--- config.mk ---
export PLATFORM = sky130hd
export DESIGN_NAME = arb_mux_n
export DESIGN_NICKNAME = d
export VERILOG_FILES = /design/src/rtl/arb_mux_n.sv
export SDC_FILE = /design/constraint.sdc
export NUM_CORES = 1
export LEC_CHECK = 0
export ABC_AREA = 1
export CAP_MARGIN = 5
export CORE_ASPECT_RATIO = 1.25
export CORE_MARGIN = 8
export CORE_UTILIZATION = 41
export CTS_BUF_LIST = sky130_fd_sc_hd__clkbuf_16
export CTS_CLUSTER_SIZE = 30
export DETAILED_ROUTE_END_ITERATION = 8
export HOLD_SLACK_MARGIN = 0.02
export PLACE_DENSITY = 0.94
export RECOVER_POWER = 100
export SYNTH_ARGS = -nofsm -noshare
export SYNTH_HDL_FRONTEND = slang
export SYNTH_SLANG_ARGS = --single-unit
--- constraint.sdc ---
create_clock -name clock -period 3.45 [get_ports clock]
set_input_delay 0.345 -clock clock [delete_from_list [all_inputs] [get_ports clock]]
set_output_delay 0.345 -clock clock [all_outputs]
set_load 0.005 [all_outputs]
--- src/rtl/arb_mux_n.sv ---
`default_nettype none
// ============================================================================
// Module   : arb_mux_n
// Purpose  : N-channel valid/ready arbiter-multiplexer with one registered
//            output stage. The arbitration policy is fixed at elaboration
//            time by MODE:
//              0 = explicit select, 1 = fixed priority (lowest index wins),
//              2 = round robin (search starts one past the last grant).
// Ports    : clock, reset_n        - clock, async active-low reset
//            in_data  [N*WIDTH]    - channel i at [i*WIDTH +: WIDTH]
//            in_valid [N]          - per-channel valid
//            in_ready [N]          - per-channel ready (combinational, one-hot)
//            select   [SEL_W]      - channel index, MODE 0 only
//            out_data [WIDTH]      - registered output word
//            out_valid             - out_data holds an unconsumed word
//            out_ready             - downstream accepts the word this cycle
//            out_src  [SEL_W]      - channel that supplied out_data
// Revision : 1.0 - initial release
// ============================================================================
module arb_mux_n #(
  parameter int WIDTH = 32,
  parameter int N     = 8,
  parameter int SEL_W = 3,
  parameter int MODE  = 0
) (
  input  logic               clock,
  input  logic               reset_n,
  input  logic [N*WIDTH-1:0] in_data,
  input  logic [N-1:0]       in_valid,
  output logic [N-1:0]       in_ready,
  input  logic [SEL_W-1:0]   select,
  output logic [WIDTH-1:0]   out_data,
  output logic               out_valid,
  input  logic               out_ready,
  output logic [SEL_W-1:0]   out_src
);

  logic             load;
  logic             take;
  logic             cand_vld;
  logic [SEL_W-1:0] cand_idx;

  logic             out_valid_q, out_valid_d;
  logic [WIDTH-1:0] out_data_q,  out_data_d;
  logic [SEL_W-1:0] out_src_q,   out_src_d;

  // The output register can accept a new word when it is empty or being
  // drained this cycle.
  assign load = !out_valid_q || out_ready;

  // cand_vld already includes the candidate's in_valid, so a grant is a
  // transfer. reset_n gates it so no channel sees ready while in reset.
  assign take = reset_n && load && cand_vld;

  generate
    if (MODE == 0) begin : g_sel
      always_comb begin
        cand_vld = 1'b0;
        cand_idx = '0;
        // Out-of-range selects (possible when N is not a power of two)
        // produce no candidate at all.
        if (32'(select) < N) begin
          cand_idx = select;
          cand_vld = in_valid[select];
        end
      end
    end else if (MODE == 1) begin : g_prio
      always_comb begin
        cand_vld = 1'b0;
        cand_idx = '0;
        // Scan downward so the lowest valid index is the last one written.
        for (int i = N - 1; i >= 0; i--) begin
          if (in_valid[i]) begin
            cand_vld = 1'b1;
            cand_idx = SEL_W'(i);
          end
        end
      end
    end else begin : g_rr
      logic [SEL_W-1:0] ptr_q, ptr_d;

      always_comb begin
        cand_vld = 1'b0;
        cand_idx = '0;
        // Wrapped region first (indices 0..ptr), then the region above ptr
        // overrides it: the lowest valid index above ptr wins, otherwise
        // the lowest valid index at or below ptr.
        for (int i = N - 1; i >= 0; i--) begin
          if (in_valid[i] && (i <= 32'(ptr_q))) begin
            cand_vld = 1'b1;
            cand_idx = SEL_W'(i);
          end
        end
        for (int i = N - 1; i >= 0; i--) begin
          if (in_valid[i] && (i > 32'(ptr_q))) begin
            cand_vld = 1'b1;
            cand_idx = SEL_W'(i);
          end
        end
      end

      assign ptr_d = take ? cand_idx : ptr_q;

      // Reset to N-1 so the first search after reset starts at channel 0.
      always_ff @(posedge clock or negedge reset_n) begin
        if (!reset_n) begin
          ptr_q <= SEL_W'(N - 1);
        end else begin
          ptr_q <= ptr_d;
        end
      end
    end
  endgenerate

  always_comb begin
    in_ready = '0;
    if (take) begin
      in_ready[cand_idx] = 1'b1;
    end
  end

  always_comb begin
    out_valid_d = out_valid_q;
    out_data_d  = out_data_q;
    out_src_d   = out_src_q;
    if (take) begin
      out_valid_d = 1'b1;
      out_data_d  = in_data[32'(cand_idx)*WIDTH +: WIDTH];
      out_src_d   = cand_idx;
    end else if (out_ready) begin
      // Drained with nothing to replace it; data/src keep the last word.
      out_valid_d = 1'b0;
    end
  end

  always_ff @(posedge clock or negedge reset_n) begin
    if (!reset_n) begin
      out_valid_q <= 1'b0;
      out_data_q  <= '0;
      out_src_q   <= '0;
    end else begin
      out_valid_q <= out_valid_d;
      out_data_q  <= out_data_d;
      out_src_q   <= out_src_d;
    end
  end

  assign out_valid = out_valid_q;
  assign out_data  = out_data_q;
  assign out_src   = out_src_q;

endmodule
`default_nettype wire

# Yosys cells after proc, flatten, opt, wreduce, memory -nomap -nowiden
# Cells that the tools add are included.
word_totals:
  reg_bits: 36
  input_bits: 270
  out_inout_bits: 44
op_classes:
  muxes: 7
  shift: 1
  magnitude_cmp: 2
  reduce_logical: 6
op_table:
  columns: ["operator", "n"]
  rows:
  - ["256-bit by 9-bit variable part select with 32-bit output", 1]
  - ["8-bit 2-to-1 mux", 1]
  - ["3-bit by 4-bit less-than comparator with 1-bit output (second input constant)", 1]
  - ["1-bit 2-to-1 mux", 4]
  - ["1-bit binary-select mux with 3-bit select", 1]
  - ["1-bit demux with 3-bit select", 1]
  - ["3-bit by 1-bit >= comparator with 1-bit output (second input constant)", 1]
  - ["1-bit logical AND", 3]
  - ["2-bit nonzero test", 1]
  - ["1-bit zero test", 1]
  - ["1-bit logical OR", 1]

# Logic depth before layout (Yosys ltp)
# Gate-level depths: netlist of the first run.
depth:
  ltp_word: 5
  ltp_mapped: 11
  depth_no_buf: 10

# Worst setup path after synthesis of the first run
# No wires, ideal clock.
synth_timing:
  path_kind: "input to output"
  start: "input select[1]"
  end: "output in_ready[0]"
  required_ns: 3.105
  path_slack_ns: 1.891
  arrival_time_ns: 1.214
  path_stages: 8
  path_cell_list: "nor2_2 nand3_1 nand2_1 inv_2 nand2_4 nand2_2 buf_2 nor2_1"
synth_between:
  elab_chain_cells: 5
  word_cells_on_any_way: 9
  classes_between: "order compare: 2; mux: 5; reduce/logical: 2"
synth_lines:
  columns: ["item", "line_no", "text"]
  rows:
  - ["start: declaration", "31", "input logic [SEL_W-1:0] select,"]
  - ["3-bit by 4-bit less-than comparator with 1-bit output (implied by the code) or 3-bit by 1-bit >= comparator with 1-bit output (tied branches)", "118", "in_ready[cand_idx] = 1'b1;"]
  - ["1-bit logical AND (implied by the code)", "118", null]
  - ["1-bit 2-to-1 mux (implied by the code)", "118", null]
  - ["1-bit demux with 3-bit select", "118", null]
  - ["8-bit 2-to-1 mux (*)", "117", "if (take) begin"]
  - ["end: declaration", "30", "output logic [N-1:0] in_ready,"]
# Mark *: on every way between the ends. The rest lies on a longest branch, timed or not. The select of a mux whose other input is x is not followed.

# Worst setup path after layout of the first run
# Ends and elaborated chain as after synthesis.

==> metrics.txt, run 1 <==
status=finished, violations left; failing checks=capacitance limit, slew limit; Iteration-0 DRC Markers=424; most frequent cells in the layout=nand2_1 (443), inv_1 (329), clkdlybuf4s50_1 (266); die area=between 15000 and 20000 um2; Reg power frac=0.273; Layout area overhead=67.76%; Routed Antenna Nets=0; Tot Pwr=2.186 mW; max-slew violations=37; worst r2r src=out_valid; final setup fails=0; Fmax=328.1 MHz; Routed WL=between 20 and 25 mm; Avg Inst Size Synth=about 4.7 um2; Yosys top cell by area=nand2_1; power density cells=262.9 nW/um2; clock sinks=36; GPL Wtd Cong=0.8995; # placed instances=1482; synth top area cells=nand2_1 (33%), inv_1 (25%), dfrtp_1 (18%); GRT overflow=0; FP Rows=45; hold buffers post-CTS=0; via/cell ratio=4.551; sw frac=0.3348; Hold WC Path Type=reg -> reg; Min-Delay Endpoint=out_src[0]; CTS Buf Count=5; Tot GR Track Use=0.2560; CTS Root Cell=clkbuf_16; drt drc=0; clock skew=between 0.007 and 0.008 ns; Worst-path clk slew=0.06 ns; R2R cell count=6; Crit Path Max Fanout=18; clock share of power=0.239; drt pass-1 iters=5; Post-CTS Repair Setup Buffers=0; RSZ-0062 raised after global routing=false; final hold vios=0; Die Y=around 140 um; actual slew at the worst max-slew pin=2.026 ns; H-tree depth=2; hpwl dp=17.24 mm; wire length per cell=14.03 um; Distinct cells, synth=15; peak supply drop=0.1977 mV; synthesized net count=1314; CTS max path bufs=2; leading cell type in the layout, fill and taps excluded=nand2_1; min Tclk post-route=3.048 ns; crit path DAT=about 2.7 ns; # diodes=0; post-synth top area share=0.3348; largest net degree at the start of global routing=75; internal power=1.454 mW; CP Launch Type=input port; Via Count=roughly 6800; Crit. End Element=output pin; Rel. slew slack=-0.3505; worst path required time=between 3 and 4 ns; r2r endpoint=out_valid; core region area=11990 um2; Syn. warnings=0; LEAKAGE=5.077 nW; Worst R2R Setup Slack=1.38 ns; WS Path Type=in -> out; Hold WS=0.4638 ns; vias in the first global route=6662; Yosys reg bits=36; post-layout util=0.6933; width of the die=114.3 um; CTS resizes=0; fraction of layout cells with a size suffix above 1=0.02262; combinational fraction of design power=0.488; CTS tree=yes; setup tns final=0 ns; Starting Density=0.4132; Hold Startpoint=out_src[0]; latest clock arrival within the worst-skew pair=0.28 ns; hold-critical path depth=2; non-filler cells, final=1490; sequential-to-total area share from yosys stat=0.1818; Total Nets Final=1595; IO Count=314; final worst-path cycle share=0.8834; Post-Synthesis Cells=1044; first-pass GRT wire length=32.13 mm; Max Cap Viol=1; P_sw=731.8 uW; initial antenna violation count=0; synthesized cell area=4956 um2; IO buf count=313
==> synth_stat cells <==
library cell and count:
buf_1 6, buf_2 29, clkbuf_1 17, dfrtp_1 36
inv_1 327, inv_2 6, nand2_1 442, nand2_2 1
nand2_4 1, nand3_1 166, nor2_1 8, nor2_2 2
nor2_4 1, o21a_1 1, o21ai_1 1
==> layer usage <==
metal  track usage  vias up  wire length (um)  share of wire
met5             0        -                 0              0
met4        0.1124        0               892          0.043
met1        0.2419     2936              7120           0.34
li1              -     3486                 -              -
met3       0.07756       47              1923          0.092
met2        0.4885      312             10970           0.52
==> logic make-up (layout without fill, tap and decap cells) <==
group / count (synthesis) / after routing / share of synthesized area
buffers and inverters: 385 / 667 / 0.2989
AOI/OAI and AO/OA: 2 / 2 / 0.002524
DFF: 36 / 36 / 0.1818
and+or+nand+nor: 621 / 621 / 0.5168
==> power groups by stage <==
stage               logic, mW  registers [mW]  clock network (mW)
finish                   1.07           0.597               0.522
floorplan               0.413           0.613                   0
CTS                      1.12           0.602               0.527
global route             1.18           0.610               0.544
global placement         1.10           0.603                   0
detailed placement       1.12           0.607                   0
==> worst max-delay path, cell delays in order <==
cell and delay (ns):
dlygate4sd3_1 0.72, nand2_1 0.15, inv_1 0.10, nand3_1 0.07, nand2_1 0.06, inv_1 0.06
nand2_4 0.18, nand2_1 0.24, nor2_1 0.17, dlygate4sd3_1 0.61
==> state kept, by name (all words and copies together) (netlist names) <==
signal and cells:
out_src 3, out_data 32, out_valid 1
==> area by class of cell <==
class	instances	area, um2
multi-input combinational	623	2571
fill	1081	3679
clock inverter	3	42.54
tap	164	205.2
timing repair buffer	326	3217
inverter	333	1252
clock buffer	5	125.1
sequential	36	900.9
==> worst max-delay path by stage <==
| stage | start | end | slack [ns] | depth (start not counted) |
|---|---|---|---|---|
| 6_report | select[1] | in_ready[0] | 0.40 | 10 |
| 4_1_cts | select[1] | in_ready[7] | 0.63 | 10 |
| 3_5_place_dp | select[1] | in_ready[0] | 0.64 | 10 |
| 2_1_floorplan | select[1] | in_ready[0] | 1.89 | 8 |
| 5_1_grt | select[1] | in_ready[0] | 0.28 | 10 |
| 3_3_place_gp | select[1] | in_ready[7] | 0.66 | 10 |
==> stage by stage <==
stage / setup WS, ns / cell area (um2)
final: 0.4024 / 8314
after global routing: 0.2782 / 8314
after CTS: 0.6282 / 8323
after detailed placement: 0.6351 / 8155
after global placement: 0.6634 / 8155
after floorplan: 1.891 / 4956
(Power assumes the default switching activity.)
==> inputs of run 2 (changes only) <==
Settings changed: REMOVE_ABC_BUFFERS set to 1.
==> run 2 against run 1 <==
  * The flow still finishes with violations (capacitance limit, slew limit)
  * Sequential share of layout area barely moved
  * Worst hold slack improved by 0.0012 ns
  * Cell count did not move
  * Global-route usage decreased by 1.1 points
  * First-iteration DRC count up 7.3%
  * Clock skew down 0.0026 ns
  * Largest cell class unchanged
  * Final area barely moved
  * Highest routed layer unchanged
  * Wire length decreased by 4.5%
  * Clock-buffer cell count did not move
  * Clock power fell by 5.0%
==> metrics.txt, run 2 (synthesis gave the netlist of run 1 again) <==
status=finished, violations left; failing checks=capacitance limit, slew limit; slowest library cell on the worst path=dlygate4sd3_1; fraction of layout cells with a size suffix above 1=0.02036; Iteration-0 DRC Markers=between 400 and 500; CTS tree=yes; Tot GR Track Use=0.2449; width of the die=around 110 um; die area=15880 um2; DP Worst Slack=0.4449 ns; Routed WL=between 15 and 20 mm; hold buffers post-CTS=0; CTS Root Cell=clkbuf_16; IO buf count=313; Crit. End Element=output pin; Tot Pwr=2.157 mW; CTS max path bufs=2; GRT overflow=0; LEAKAGE=5.065 nW; vias in the first global route=6587; first-pass GRT wire length=31.29 mm; most frequent cells in the layout=nand2_1 (442), inv_1 (329), clkdlybuf4s50_1 (267); actual slew at the worst max-slew pin=1.960 ns; drt drc=0; leading cell type in the layout, fill and taps excluded=nand2_1; Crit Path Max Fanout=15; Max Cap Viol=1; Die Y=138.9 um; largest net degree at the start of global routing=69; Routed Antenna Nets=0; Layout area overhead=67.81%; GPL Wtd Cong=0.8892; CP Launch Type=input port; hold-critical path depth=2; min Tclk post-route=3.183 ns; P_sw=705.9 uW; non-filler cells, final=1490; drt pass-1 iters=5; crit path DAT=2.84 ns; met2 wire len=10.28 mm; Rel. slew slack=-0.3066; Met1 Wirelength=about 7.4 mm; peak supply drop=0.2054 mV; combinational fraction of design power=0.494; WL met3=1.506 mm; wire length per cell=roughly 13 um; latest clock arrival within the worst-skew pair=0.27 ns; core region area=between 10000 and 15000 um2; hpwl dp=16.15 mm; final worst-path cycle share=0.9227; setup tns final=0 ns; final setup fails=0; sw frac=0.3273; internal power=around 1.5 mW; Reg power frac=0.277; R2R cell count=5; initial antenna violation count=0; Via Count=6667; WS Path Type=in -> out; max reg flops=32; Hold WC Path Type=reg -> reg; clock sinks=36; CTS resizes=0; power density cells=259.3 nW/um2; final hold vios=0; Total Nets Final=between 1500 and 2000; clock skew=0.004971 ns; Worst-path clk slew=about 0.060 ns; max-slew violations=37; H-tree depth=2; IO Count=314; Final WS setup=roughly 0.27 ns; highest routed layer=met4; Fmax=314.1 MHz; # diodes=0; RSZ-0062 raised after global routing=false; Starting Density=0.4132; FP Rows=45; Critical Path Max Stage Delay=0.74 ns; Post-CTS Repair Setup Buffers=0; via/cell ratio=4.474; cell-by-cell listing of the critical path=dlygate4sd3_1, inv_1, nor2_4, nand3_1, nand2_1, inv_1, nand2_4, nand2_2, nor2_1, dlygate4sd3_1; clock share of power=0.230; worst path required time=3.11 ns; CTS Buf Count=5; # placed instances=1482
run 2: worst max-delay path: cells and delay by family:
kind | cells | cell delay, ns
buffers and inverters | 4 | 1.52
and+or+nand+nor | 6 | 0.97
run 2: per-stage QoR:
stage / hold slack (ns) / cell area, um2 / util
final: 0.4650 / 8317 / 0.6935
after global routing: 0.4896 / 8317 / 0.6935
after CTS: 0.1456 / 8329 / 0.6945
after detailed placement: 0.4373 / 8167 / 0.6810
after global placement: 0.4264 / 8167 / 0.6810
after floorplan: 0.04941 / 4725 / -
run 2: worst paths after layout:
kind                         startpoint      endpoint  slack (ns)
setup / recovery              select[2]   in_ready[4]        0.27
hold / removal             out_data[20]  out_data[20]        0.47
setup reg to reg              out_valid     out_valid        1.49
hold reg to reg            out_data[20]  out_data[20]        0.47
max in group asynchronous       reset_n  out_data[11]        1.57
min in group asynchronous       reset_n   out_data[9]        0.76
run 2: power groups by stage:
stage	Sequential (mW)	Clock, mW	Combinational [mW]
finish	0.597	0.496	1.06
global route	0.611	0.520	1.18
CTS	0.602	0.507	1.12
detailed placement	0.608	0	1.12
global placement	0.603	0	1.09
floorplan	0.612	0	0.376
run 2: layer usage:
layer | global-route usage | up-vias
met2 | 0.4610 | 277
met5 | 0 | -
li1 | - | 3483
met4 | 0.1012 | 0
met1 | 0.2515 | 2863
met3 | 0.05359 | 44
run 2: final cells by class:
cell class | instances | area, um2
sequential | 36 | 900.9
clock buffer | 5 | 125.1
fill | 1062 | 3676
timing repair buffer | 326 | 3211
clock inverter | 3 | 37.54
multi-input combinational | 623 | 2585
inverter | 333 | 1252
tap | 164 | 205.2
